### config.mk
export PLATFORM = sky130hd
export DESIGN_NAME = pin_entry_ctrl
export DESIGN_NICKNAME = d
export VERILOG_FILES = /design/src/rtl/pin_entry_ctrl.sv
export SDC_FILE = /design/constraint.sdc
export NUM_CORES = 1
export LEC_CHECK = 0
export ABC_AREA = 1
export BUFFER_PORTS_ARGS = -buffer_cell sky130_fd_sc_hd__buf_2
export CORE_MARGIN = 4
export CORE_UTILIZATION = 44
export CTS_BUF_LIST = sky130_fd_sc_hd__clkbuf_4
export CTS_CLUSTER_DIAMETER = 40
export DETAILED_ROUTE_END_ITERATION = 10
export RECOVER_POWER = 100
export SYNTH_ARGS = -nofsm -noshare
export SYNTH_HDL_FRONTEND = slang
export SYNTH_SLANG_ARGS = --single-unit
### constraint.sdc
create_clock -name clk -period 2.9 [get_ports clk]
set_input_delay 0.29 -clock clk [delete_from_list [all_inputs] [get_ports clk]]
set_output_delay 0.29 -clock clk [all_outputs]
set_load 0.05 [all_outputs]
### src/rtl/pin_entry_ctrl.sv
// PIN-entry sequencer behind the keypad scanner: repeat suppression, digit buffering,
// code check, timed unlock and failed-attempt lockout. Optional macro: ENTRY_TIMEOUT_EN.
module pin_entry_ctrl #(
    parameter int                   PIN_LEN      = 4,
    parameter logic [4*PIN_LEN-1:0] PIN_CODE     = 16'h1234,
    parameter int                   MAX_FAILS    = 3,
    parameter int                   RELEASE_CYC  = 1_500_000,
    parameter int                   OPEN_CYC     = 250_000_000,
    parameter int                   LOCK_CYC     = 500_000_000,
    parameter int                   IDLE_TIMEOUT = 500_000_000
) (
    input  logic                         clk,
    input  logic                         rst,
    input  logic                         key_valid,
    input  logic [7:0]                   key_code,
    output logic [$clog2(PIN_LEN+1)-1:0] digit_count,
    output logic                         entry_active,
    output logic                         ok_pulse,
    output logic                         fail_pulse,
    output logic                         unlocked,
    output logic                         locked
);
    localparam int BUF_W  = 4 * PIN_LEN;
    localparam int CNT_W  = $clog2(PIN_LEN + 1);
    localparam int REL_W  = $clog2(RELEASE_CYC + 1);
    localparam int FAIL_W = $clog2(MAX_FAILS + 1);
`ifdef ENTRY_TIMEOUT_EN
    localparam int ENTRY_LIMIT = IDLE_TIMEOUT;
`else
    localparam int ENTRY_LIMIT = 0 * IDLE_TIMEOUT;
`endif
    // One shared timer: only one of UNLOCKED / LOCKOUT / ENTRY is ever being timed.
    localparam int TMAX_A = (OPEN_CYC > LOCK_CYC) ? OPEN_CYC : LOCK_CYC;
    localparam int TMAX   = (TMAX_A > ENTRY_LIMIT) ? TMAX_A : ENTRY_LIMIT;
    localparam int TMR_W  = $clog2(TMAX + 1);

    localparam logic [CNT_W-1:0]  CNT_FULL  = CNT_W'(PIN_LEN);
    localparam logic [REL_W-1:0]  REL_LAST  = REL_W'(RELEASE_CYC - 1);
    localparam logic [FAIL_W-1:0] FAIL_LAST = FAIL_W'(MAX_FAILS - 1);
    localparam logic [TMR_W-1:0]  OPEN_LAST = TMR_W'(OPEN_CYC - 1);
    localparam logic [TMR_W-1:0]  LOCK_LAST = TMR_W'(LOCK_CYC - 1);

    typedef enum logic [2:0] {S_IDLE, S_ENTRY, S_CHECK, S_UNLOCKED, S_LOCKOUT} state_t;

    state_t              state_q, state_d;
    logic [BUF_W-1:0]    buf_q, buf_d;
    logic [CNT_W-1:0]    cnt_q, cnt_d;
    logic                ovf_q, ovf_d;
    logic [FAIL_W-1:0]   fail_cnt_q, fail_cnt_d;
    logic [TMR_W-1:0]    timer_q, timer_d;
    logic                hold_q, hold_d;
    logic [REL_W-1:0]    rel_q, rel_d;
    logic                ok_q, ok_d;
    logic                fail_q, fail_d;

    logic acc, is_digit, is_star, is_hash, match, entry_expired;

    assign acc      = key_valid & ~hold_q;
    assign is_digit = (key_code >= 8'h30) && (key_code <= 8'h39);
    assign is_star  = (key_code == 8'h2A);
    assign is_hash  = (key_code == 8'h23);
    assign match    = (cnt_q == CNT_FULL) && !ovf_q && (buf_q == PIN_CODE);
`ifdef ENTRY_TIMEOUT_EN
    assign entry_expired = (state_q == S_ENTRY) && (timer_q == TMR_W'(IDLE_TIMEOUT - 1));
`else
    assign entry_expired = 1'b0;
`endif

    always_ff @(posedge clk or posedge rst) begin
        if (rst) begin
            state_q    <= S_IDLE;
            buf_q      <= '0;
            cnt_q      <= '0;
            ovf_q      <= 1'b0;
            fail_cnt_q <= '0;
            timer_q    <= '0;
            hold_q     <= 1'b0;
            rel_q      <= '0;
            ok_q       <= 1'b0;
            fail_q     <= 1'b0;
        end else begin
            state_q    <= state_d;
            buf_q      <= buf_d;
            cnt_q      <= cnt_d;
            ovf_q      <= ovf_d;
            fail_cnt_q <= fail_cnt_d;
            timer_q    <= timer_d;
            hold_q     <= hold_d;
            rel_q      <= rel_d;
            ok_q       <= ok_d;
            fail_q     <= fail_d;
        end
    end

    // Hold tracking runs regardless of state so a key held across a transition is seen once.
    always_comb begin
        hold_d = hold_q;
        rel_d  = rel_q;
        if (key_valid) begin
            hold_d = 1'b1;
            rel_d  = '0;
        end else if (hold_q) begin
            if (rel_q == REL_LAST) begin
                hold_d = 1'b0;
                rel_d  = '0;
            end else begin
                rel_d = rel_q + REL_W'(1);
            end
        end
    end

    always_comb begin
        state_d    = state_q;
        buf_d      = buf_q;
        cnt_d      = cnt_q;
        ovf_d      = ovf_q;
        fail_cnt_d = fail_cnt_q;
        timer_d    = '0;
        ok_d       = 1'b0;
        fail_d     = 1'b0;
        case (state_q)
            S_IDLE, S_ENTRY: begin
                if (entry_expired) begin
                    buf_d   = '0;
                    cnt_d   = '0;
                    ovf_d   = 1'b0;
                    state_d = S_IDLE;
                end else if (acc) begin
                    if (is_digit) begin
                        if (cnt_q < CNT_FULL) begin
                            // ASCII '0'..'9' carry the digit value in their low nibble.
                            buf_d   = BUF_W'({buf_q, key_code[3:0]});
                            cnt_d   = cnt_q + CNT_W'(1);
                            state_d = S_ENTRY;
                        end else begin
                            ovf_d = 1'b1;
                        end
                    end else if (is_star) begin
                        buf_d   = '0;
                        cnt_d   = '0;
                        ovf_d   = 1'b0;
                        state_d = S_IDLE;
                    end else if (is_hash && cnt_q != '0) begin
                        state_d = S_CHECK;
                    end
                end
`ifdef ENTRY_TIMEOUT_EN
                if (state_q == S_ENTRY && state_d == S_ENTRY && !acc)
                    timer_d = timer_q + TMR_W'(1);
`endif
            end
            S_CHECK: begin
                buf_d = '0;
                cnt_d = '0;
                ovf_d = 1'b0;
                if (match) begin
                    ok_d       = 1'b1;
                    fail_cnt_d = '0;
                    state_d    = S_UNLOCKED;
                end else begin
                    fail_d     = 1'b1;
                    fail_cnt_d = fail_cnt_q + FAIL_W'(1);
                    state_d    = (fail_cnt_q == FAIL_LAST) ? S_LOCKOUT : S_IDLE;
                end
            end
            S_UNLOCKED: begin
                if (timer_q == OPEN_LAST) begin
                    state_d = S_IDLE;
                end else if (acc && is_star) begin
                    state_d = S_IDLE;
                end else begin
                    timer_d = timer_q + TMR_W'(1);
                end
            end
            S_LOCKOUT: begin
                if (timer_q == LOCK_LAST) begin
                    state_d    = S_IDLE;
                    fail_cnt_d = '0;
                end else begin
                    timer_d = timer_q + TMR_W'(1);
                end
            end
            default: state_d = S_IDLE;
        endcase
    end

    always_comb begin
        entry_active = (state_q == S_ENTRY);
        unlocked     = (state_q == S_UNLOCKED);
        locked       = (state_q == S_LOCKOUT);
        ok_pulse     = ok_q;
        fail_pulse   = fail_q;
        digit_count  = cnt_q;
    end
endmodule

======== Yosys cells after proc, flatten, opt, wreduce, memory -nomap -nowiden ========
Cells that the tools add are included.
Widths: inputs -> output; s select.
cells by class
  $add $sub $neg .......................... 4
  magnitude comparators ................... 3
  eq/ne operators ......................... 19
  mux-type cells .......................... 43
  bitwise logic cells ..................... 2
  reduce and logical (&&, ||, !) cells .... 16
operator list
  cell                   count
  $mux 29                3
  $mux 16                4
  $mux 21                3
  $pmux 29 s2            1
  $mux 3                 14
  $pmux 16 s2            1
  $add 29x1->29 const B  1
  $eq 29x28->1 const B   1
  $eq 29x29->1 const B   1
  $add 21x1->21 const B  1
  $eq 21x21->1 const B   1
  $eq 16x13->1 const B   1
  $eq 8x6->1 const B     2
  $pmux 3 s4             1
  $mux 1                 11
  $ne 3x3->1 const B     3
  $ge 8x6->1 const B     1
  $le 8x6->1 const B     1
  $reduce_and 4->1       2
  $eq 3x2->1 const B     2
  $eq 3x3->1 const B     2
  $pmux 3 s2             1
  $reduce_bool 2->1      3
  $logic_and 1x1->1      5
  other kinds (20)       21
storage, ports and cells
  bits in registers ....................... 78
  bits of input ports ..................... 11
  output and inout bits ................... 8

======== Depth between registers and ports, before layout ========
Gate-level depths: netlist of run 1.
  depth after elaboration ................. 7
  gate-level depth with buffers ........... 12
  gate-level depth less buffers ........... 11

======== Worst setup path before layout of run 1 ========
No wires, ideal clock.
  kind .................................... register to register
  from .................................... register state_q[1]
  to ...................................... register timer_q[17]
  arrival ................................. 1,845 ps
  slack ................................... 987 ps
  stages on the path, launching flop included .. 9
  buffers on the path ..................... 2
  period minus slack after synthesis ...... 1,913 ps
  path through ............................ dfrtp_1 -> nand2_1 -> nor2_1 -> nand3_2 -> nand2_2 -> inv_2 -> buf_6 -> buf_12 -> nor2_4
on the way
  word-level cells in the longest chain between the ends .. 2
  elaborated cells between the ends (all ways) .. 3
RTL lines
  what                      line  text
  start: declaration        45    state_t state_q, state_d;
  start signal: assignment  82    state_q <= state_d;
  $eq 3x2->1                --
  via unlocked              20    output logic unlocked,
  $pmux 29 s2               121   case (state_q)
  via timer_d[17]           50    logic [TMR_W-1:0] timer_q, timer_d;
  end signal: assignment    87    timer_q <= timer_d;
  end: declaration          50
The timed path passes the listed nets, and every way through them passes these cells.
A chain may end at the register's enable or synchronous reset.

======== Final worst setup path of run 1 ========
  from .................................... register rel_q[0]
  to ...................................... register rel_q[20]
on the way
  word-level cells in the longest chain between the ends .. 4
  elaborated cells between the ends (all ways) .. 5
RTL lines
  what                                           line      text
  start: declaration                             52        logic [REL_W-1:0] rel_q, rel_d;
  start signal: assignment                       89        rel_q <= rel_d;
  $add 21x1->21 or $eq 21x21->1 (tied branches)  107, 103
  $mux 21 *                                      103       if (rel_q == REL_LAST) begin
  $mux 21 *                                      102       end else if (hold_q) begin
  $mux 21 *                                      99        if (key_valid) begin
Every way passes the cells marked *; elsewhere a longest branch is shown, timed or not. The select of a mux whose other input is x is not followed.

==> flow_summary.toml, run 1 <==
[logic_synthesis]
syn-cell-area_um2 = 4500
ys_types = 32
ys.warnings.count = 0
seq_area_frac_synth_pct = 43.4
post_synth.cell_area_avg_um2 = 7.51
synth-seq-cells = 78
syn-num-nets = 615
netlist_instances = 599

[finish]
commonest_non_fill_non_tap_cells_in_the_layout = "157 x sky130_fd_sc_hd__nand2_1, 99 x sky130_fd_sc_hd__nor2_1, 78 x sky130_fd_sc_hd__dfrtp_1"
multi_input_comb_area_um2 = 2140
drive_gt1_share_pct = 8.06
filler_cell_count = 996
final_cell_count_no_fill = 767
final-seq-area_um2 = 1950
fin_area_um2 = 4800
layout_commonest_cell = "sky130_fd_sc_hd__nand2_1"
area.growth.synth_to_final_pct = 6.67
nets = 644

[floorplanning]
floorplan.die.height_um = 109
dieArea_um2 = 11900
floorplan.rows = 36
initial_utilization_pct = 45.6
core_region_area_um2 = 9860
floorplan.io_pins = 19
fp.dieW_um = 109

[status]
run_status = "finished with violations"
violations = "max-capacitance violations, max-slew violations"

[route]
routedWlPerCell_um = 12.7
drt-pass1-iter-count = 5
drtAntennaViolNets = 0
via_density = 4.95
drc_errors = 0
finalWirelength_mm = 9.77
routed-via-count = 3799
detailedRoute.firstIterationViolations = 199

[placed_design]
port_buffers = 18
weighted_congestion_at_the_end_of_routability_driven_global_placement = 0.877
dp_slack_ns = 0.724
dp_hpwl_mm = 7.33
placement.cell_area_um2 = 4760
placedCellCount = 750

[sta]
grt_setup_unrepaired = "no"
final-max-slew-violation-count = 58
period_needed_ns = 2.28
layout_setup_ws_ns = 0.618
hold_fails_final_rpt = 0
clock.fmax_ghz = 0.438
tightest_slew_ns = 2.18
fin_worst_skew_ns = 0.0160
relative_slew_margins_pct = -45.5
setup-tns-final_ns = 0
period_share_pct = 78.7
final-setup-viol-count = 0

[grt]
grt_antenna_before_repair = 1
grt_first_pass_wirelength_mm = 17.6
residual_overflow_from_global_routing = 0
global_route.usage.total_pct = 18.7
first_global_vias = 3756
grt_start_max_net_pins = 58

[cts]
ctsHoldBuffers = 0
clockBufferDepth = 2
cts.root.buffer_cell = "sky130_fd_sc_hd__clkbuf_4"
tritoncts_num_sinks = 78
cts-resized-gates = 0
cts_tree = "yes"
tritoncts.num_buffers = 9
post_cts.repair.setup_buffers = 0
clk_latency_ns = 0.44
path_clk_slew_ns = 0.14
cts.htree.levels = 3

[worst_setup_path]
worst-path-max-fanout = 9
cp-start-kind = "flip-flop"
setup.worst_path.class = "reg2reg"
worstReg2RegStart = "rel_q[0]"
worst_setup_path_startpoint = "rel_q[0]"
worst-endpoint-required_ns = 3.23
setup.worst_path.end_class = "flip-flop"
cp.arrival_ns = 2.61

[power_and_ir_drop]
clock_power_share_pct = 34.7
power.internal_w = 0.00130
seqPwrFrac_pct = 61.9
p_leak_nw = 2.08
power.switching_fraction_pct = 26.9
ir_worst_vdd_mv = 0.205
power_dissipated_by_switching_net_loads_w = 0.000478
power.combinational.fraction_pct = 3.4
power.density_cell_area_nw_per_um2 = 370

[flow_run]
maxCapViolCount = 1

[worst_hold_path]
hold_path.startpoint = "key_code[2]"
worstHoldPathType = "in2reg"
-- kinds of logic (layout without fill, tap and decap cells) --
logic type	Yosys count	count (layout)	synth area share, %
DFF	78	78	43.4
other	0	1	0
xor gates and xnor gates	32	32	6.23
buffers and inverters	86	120	7.84
AOI/OAI and AO/OA	42	42	5.00
and+or+nand+nor	356	356	36.2
adders and majority gates	5	5	1.39
-- path summary, 6_finish.rpt --
| kind | to | slack, ns | depth (start not counted) |
|---|---|---|---|
| max reg2reg | rel_q[20] | 0.62 | 11 |
| max | rel_q[20] | 0.62 | 11 |
| min | buf_q[2] | 0.14 | 3 |
| min in group asynchronous | rel_q[6] | 0.57 | 2 |
| min reg2reg | buf_q[13] | 0.51 | 2 |
| max in group asynchronous | rel_q[19] | 0.94 | 3 |
-- per-stage QoR --
step	power [W]	utilization [%]	hold WS [ns]
after global routing	0.00186	48.7	0.121
after global placement	0.00118	48.2	0.472
final	0.00177	48.7	0.136
after floorplan	0.00116	-	0.432
after detailed placement	0.00118	48.2	0.480
after CTS	0.00181	49.5	0.0532
-- critical path, cell delays in order (launching register included) --
cell and delay [ns]:
sky130_fd_sc_hd__dfrtp_1 0.42, sky130_fd_sc_hd__ha_1 0.24, sky130_fd_sc_hd__nand2_1 0.08, sky130_fd_sc_hd__nor2_1 0.23, sky130_fd_sc_hd__inv_1 0.14, sky130_fd_sc_hd__nor2_1 0.15
sky130_fd_sc_hd__nand3_1 0.11, sky130_fd_sc_hd__nand3_1 0.27, sky130_fd_sc_hd__clkbuf_1 0.35, sky130_fd_sc_hd__nor2_1 0.09, sky130_fd_sc_hd__nand2_1 0.07, sky130_fd_sc_hd__nand2_1 0.04
-- state kept, by name, summed over array words and instances (netlist names) --
name / flops
state_q: 3
buf_q: 16
timer_q: 29
digit_count: 3
fail_cnt_q: 2
hold_q: 1
rel_q: 21
fail_pulse: 1
ovf_q: 1
ok_pulse: 1
-- power groups by stage --
stage | Sequential [W] | Clock, W | Combinational [W]
global route | 0.00110 | 0.000691 | 0.0000713
CTS | 0.00110 | 0.000642 | 0.0000652
finish | 0.00110 | 0.000615 | 0.0000601
floorplan | 0.00112 | 0 | 0.0000380
global placement | 0.00112 | 0 | 0.0000642
detailed placement | 0.00112 | 0 | 0.0000648
-- cell usage after synthesis, drive strengths merged --
cell type | instances | area, um^2
nand2 | 162 | 633
nor2 | 110 | 520
dfrtp | 78 | 1950
inv | 77 | 289
nand3 | 47 | 253
xor2 | 28 | 245
o21ai | 27 | 135
nand4 | 19 | 119
nor3 | 14 | 75.1
o22ai | 8 | 50.1
buf | 7 | 56.3
a21oi | 5 | 25.0
ha | 5 | 62.6
xnor2 | 4 | 35.0
o21bai | 2 | 15.0
and2 | 1 | 6.26
clkbuf | 1 | 3.75
clkinv | 1 | 3.75
nand3b | 1 | 7.51
nor3b | 1 | 7.51
nor4 | 1 | 6.26
-- final cells by class --
type	instances	share of cell area, %
multi-input combinational	435	44.5
sequential	78	40.7
inverter	78	6.10
tap	133	3.47
timing repair buffer	26	2.63
clock buffer	9	1.41
clock inverter	7	1.20
antenna	1	0.0521
-- layer usage --
layer,vias to the layer above,global-route usage (%),wire [um]
met1,1775,25.2,4700
met5,-,0,0
li1,1955,-,-
met3,11,3.91,331
met4,0,6.04,147
met2,58,29.9,4590
No activity file was read; power rests on OpenSTA's default activity.
==> run 2: changes to the inputs <==
Clock period 2.9 ns to 2.3 ns, I/O delays scaled along.
==> run 2 against run 1 <==
Compared with the run above: critical path type is now reg2out; sequential power increased by 26%; combinational power increased by 29%; the run now ends clean; sequential share of layout area about the same; largest cell class unchanged; die area unchanged.
==> flow_summary.toml, run 2 (synthesis results as in run 1) <==
[placed_design]
placedCellCount = 749
weighted_congestion_at_the_end_of_routability_driven_global_placement = 0.888
dp_slack_ns = 0.325
port_buffers = 18
placement.cell_area_um2 = 4780
dp_hpwl_mm = 7.23

[cts]
cts.root.buffer_cell = "sky130_fd_sc_hd__clkbuf_4"
post_cts.repair.setup_buffers = 0
clockBufferDepth = 2
clk_latency_ns = 0.45
tritoncts_num_sinks = 78
cts_tree = "yes"
ctsHoldBuffers = 1
cts-resized-gates = 0
path_clk_slew_ns = 0.14
tritoncts.num_buffers = 9
cts.htree.levels = 3

[floorplanning]
floorplan.io_pins = 19
dieArea_um2 = 11900
floorplan.rows = 36
core_region_area_um2 = 9860
initial_utilization_pct = 45.6
floorplan.die.height_um = 109
fp.dieW_um = 109

[sta]
period_needed_ns = 2.03
final-max-slew-violation-count = 0
relative_slew_margins_pct = 41.2
grt_setup_unrepaired = "no"
final-setup-viol-count = 0
period_share_pct = 88.3
layout_setup_ws_ns = 0.270
fin_worst_skew_ns = 0.0183
clock.fmax_ghz = 0.493
hold_ws_ns = 0.0599
hold_fails_final_rpt = 0
setup-tns-final_ns = 0
tightest_slew_ns = 0.882

[worst_setup_path]
worst-endpoint-required_ns = 2.07
critPathBufInv = 1
worst-path-max-fanout = 5
crit_slowest_cell = "sky130_fd_sc_hd__nor3_1"
crit_path_max_incr_delay_ns = 0.54
cells_along_the_critical_path = "nor3_1 -> buf_2"
setup.worst_path.end_class = "output pin"
critical-path-top-delay-family = "simple AND/OR/NAND/NOR gates"
rrSetupSlack_ns = 0.32
cp.arrival_ns = 1.80
cp-start-kind = "flip-flop"
setup.worst_path.class = "reg2out"

[finish]
largest_register_ff_count = 29
drive_gt1_share_pct = 7.90
regMostFlops = "timer_q"
layout_commonest_cell = "sky130_fd_sc_hd__nand2_1"
final_cell_count_no_fill = 766
largestRegisters = "timer_q (29), rel_q (21), buf_q (16)"
area.growth.synth_to_final_pct = 6.64
nets = 644
insertedDiodeCount = 0
commonest_non_fill_non_tap_cells_in_the_layout = "157 x sky130_fd_sc_hd__nand2_1, 103 x sky130_fd_sc_hd__nor2_1, 78 x sky130_fd_sc_hd__dfrtp_1"
fin_area_um2 = 4800

[flow_run]
maxCapViolCount = 0

[route]
routedWlPerCell_um = 12.8
via_density = 4.99
drt-pass1-iter-count = 5
routed-via-count = 3823
detailedRoute.firstIterationViolations = 262
finalWirelength_mm = 9.77
drc_errors = 0
drtAntennaViolNets = 0

[grt]
global_route.usage.total_pct = 18.7
grt_first_pass_wirelength_mm = 17.6
grt_antenna_before_repair = 0
residual_overflow_from_global_routing = 0
grt_start_max_net_pins = 45
first_global_vias = 3865

[power_and_ir_drop]
ir_worst_vdd_mv = 0.376
power.density_cell_area_nw_per_um2 = 464
p_leak_nw = 2.10

[status]
run_status = "complete, no violations"

[worst_hold_path]
worstHoldPathType = "in2reg"
run 2: worst reg2reg max path: cells and delay by family (launching register included):
kind                     cells  cell delay [ns]
adder cells (fa/ha/maj)      1             0.25
AND/OR/NAND/NOR              7             0.66
flip-flops                   1             0.42
buffers and inverters        3             0.55
run 2: routing by layer:
metal / up-vias / global-route usage [%] / part of all wire [%]
met5: - / 0 / 0
met4: 0 / 6.22 / 2.2
met3: 17 / 5.62 / 3.6
met2: 64 / 30.2 / 46
met1: 1790 / 23.9 / 48
li1: 1952 / - / -
run 2: power breakdown:
group          internal [W]  switching (W)
combinational     0.0000209      0.0000564
sequential          0.00138     0.00000690
clock              0.000243       0.000520
run 2: cell type report:
| class | count | area (um^2) |
|---|---|---|
| timing repair buffer | 26 | 150 |
| clock inverter | 6 | 43.8 |
| multi-input combinational | 435 | 2120 |
| tap | 133 | 166 |
| clock buffer | 10 | 75.1 |
| sequential | 78 | 1950 |
| inverter | 78 | 294 |
| fill | 999 | 5060 |
run 2: path summary, 6_finish.rpt:
kind	cells past startpoint	start	to
max	2	state_q[1]	locked
min	3	key_code[2]	buf_q[2]
max reg2reg	11	timer_q[0]	timer_q[5]
min reg2reg	1	timer_q[0]	timer_q[0]
max in group asynchronous	4	rst	buf_q[9]
min in group asynchronous	3	rst	rel_q[8]
run 2: through the flow:
step	power (W)	util, %
CTS	0.00227	49.7
global route	0.00234	48.7
finish	0.00223	48.7
floorplan	0.00146	-
global placement	0.00149	48.4
detailed placement	0.00149	48.4
==> run 3: changes to the inputs <==
Settings changed: CTS_BUF_LIST sky130_fd_sc_hd__clkbuf_4 to sky130_fd_sc_hd__clkbuf_8 sky130_fd_sc_hd__clkbuf_16.
==> run 3 against run 2 <==
Compared with the run above: non-clock buffer count is the same; count of clock-buffer cells in the layout is the same; maximum frequency grew 3.3%; first-iteration DRC count shrank 10%; sequential share of layout area shrank 0.64 points; combinational power grew 4.5%; clock power grew 27%; die area is the same.
==> flow_summary.toml, run 3 (synthesis results as in run 1) <==
[finish]
regMostFlops = "timer_q"
largestRegisters = "timer_q (29), rel_q (21), buf_q (16)"
area.growth.synth_to_final_pct = 8.34
nets = 644
layout_commonest_cell = "sky130_fd_sc_hd__nand2_1"
final_cell_count_no_fill = 766
filler_cell_count = 995
layout.core_utilization_pct = 49.4
largest_register_ff_count = 29
commonest_non_fill_non_tap_cells_in_the_layout = "157 x sky130_fd_sc_hd__nand2_1, 103 x sky130_fd_sc_hd__nor2_1, 78 x sky130_fd_sc_hd__dfrtp_1"
drive_gt1_share_pct = 7.90
insertedDiodeCount = 0

[sta]
hold_fails_final_rpt = 0
final-setup-viol-count = 0
fin_worst_skew_ns = 0.0126
final-max-slew-violation-count = 0
setup-tns-final_ns = 0
grt_setup_unrepaired = "no"
period_needed_ns = 1.97
period_share_pct = 85.5
clock.fmax_ghz = 0.509
layout_setup_ws_ns = 0.335
tightest_slew_ns = 0.969
relative_slew_margins_pct = 35.3

[route]
met3_wirelength_um = 383
wirelength_met1_mm = 4.62
drc_errors = 0
routedWlPerCell_um = 12.7
drt-pass1-iter-count = 5
drtAntennaViolNets = 0
via_density = 4.98
detailedRoute.firstIterationViolations = 235
wl_met2_mm = 4.54
finalWirelength_mm = 9.76
top_signal_layer_used = "met4"
routed-via-count = 3814

[grt]
first_global_vias = 3856
global_route.usage.total_pct = 18.7
grt_start_max_net_pins = 45
grt_antenna_before_repair = 0
residual_overflow_from_global_routing = 0
grt_first_pass_wirelength_mm = 17.6

[floorplanning]
floorplan.rows = 36
dieArea_um2 = 11900
core_region_area_um2 = 9860
initial_utilization_pct = 45.6
fp.dieW_um = 109
floorplan.die.height_um = 109
floorplan.io_pins = 19

[cts]
clk_latency_ns = 0.37
cts_tree = "yes"
cts.htree.levels = 3
path_clk_slew_ns = 0.09
post_cts.repair.setup_buffers = 0
clockBufferDepth = 2
tritoncts_num_sinks = 78
tritoncts.num_buffers = 9
cts.root.buffer_cell = "sky130_fd_sc_hd__clkbuf_8"

[placed_design]
placedCellCount = 749
weighted_congestion_at_the_end_of_routability_driven_global_placement = 0.888
port_buffers = 18
dp_hpwl_mm = 7.23
dp_slack_ns = 0.325

[flow_run]
maxCapViolCount = 0

[worst_hold_path]
hold_path.startpoint = "key_code[2]"
worstHoldPathType = "in2reg"

[worst_setup_path]
setup.worst_path.class = "reg2reg"
worst-path-max-fanout = 11
setup.worst_path.end_class = "flip-flop"
cp-start-kind = "flip-flop"
worstReg2RegStart = "rel_q[0]"
cp.arrival_ns = 2.22
rrSetupSlack_ns = 0.33
worstRegToRegCells = 11
worst_setup_path_startpoint = "rel_q[0]"
worst-endpoint-required_ns = 2.56
r2r_end = "rel_q[20]"
endpoint = "rel_q[20]"

[power_and_ir_drop]
power.density_cell_area_nw_per_um2 = 499
ir_worst_vdd_mv = 0.413
total_power_w = 0.00243
p_leak_nw = 2.13

[status]
run_status = "complete, no violations"
## run 3: changes by cell type in the layout (fill, tap and decap cells not counted)
cell                       previous run  this run
sky130_fd_sc_hd__clkinv_1             2         1
sky130_fd_sc_hd__clkbuf_2             1         0
sky130_fd_sc_hd__clkinv_2             2         1
sky130_fd_sc_hd__buf_12               1         2
sky130_fd_sc_hd__clkbuf_4            10         0
sky130_fd_sc_hd__inv_2                3         4
sky130_fd_sc_hd__clkbuf_8             0        10
sky130_fd_sc_hd__inv_1               73        74
## run 3: layout make-up
class,count,area [um^2],share of cell area [%]
well taps,133,166,3.41
clock buffers,10,138,2.82
inverters,78,293,6.00
flip-flops and latches,78,1950,40.0
repair buffers,26,165,3.39
multi-input cells,435,2120,43.4
clock inverters,6,43.8,0.898
## run 3: per-stage QoR
step / hold slack (ns) / area (um^2)
after floorplan: 0.372 / 4500
after global placement: 0.394 / 4780
after detailed placement: 0.406 / 4780
after CTS: 0.123 / 4970
after global routing: 0.134 / 4880
final: 0.151 / 4880
## run 3: power by group
group          internal, W  switching, W
Combinational    0.0000237     0.0000571
Sequential         0.00138    0.00000693
Clock             0.000429      0.000539
## run 3: what timing repair did
action,in CTS,in global routing
gates resized for setup,0,0
hold buffers,1,0
hold endpoints to repair,23,0
## run 3: critical path, cell delays in order, from the launching register on
cell	delay, ns
sky130_fd_sc_hd__dfrtp_1	0.39
sky130_fd_sc_hd__ha_1	0.25
sky130_fd_sc_hd__nand2_1	0.10
sky130_fd_sc_hd__nor2_2	0.18
sky130_fd_sc_hd__inv_1	0.11
sky130_fd_sc_hd__nor2_1	0.12
sky130_fd_sc_hd__nand3_1	0.11
sky130_fd_sc_hd__nand3_1	0.21
sky130_fd_sc_hd__buf_4	0.23
sky130_fd_sc_hd__nor2_1	0.07
sky130_fd_sc_hd__nand2_1	0.05
sky130_fd_sc_hd__nand2_1	0.04
## run 3: metal layers
layer	vias to the layer above	GRT usage (%)
met5	-	0
met4	0	7.03
met3	20	5.27
met2	71	30.1
met1	1774	24.0
li1	1949	-
## run 3: how the worst min path moves through the flow
stage | end | slack, ns | depth (start not counted)
2_1_floorplan | hold_q | 0.37 | 2
5_1_grt | buf_q[2] | 0.13 | 3
3_5_place_dp | rel_q[7] | 0.41 | 2
4_1_cts | buf_q[2] | 0.12 | 3
6_report | buf_q[2] | 0.15 | 3
3_3_place_gp | rel_q[8] | 0.39 | 2
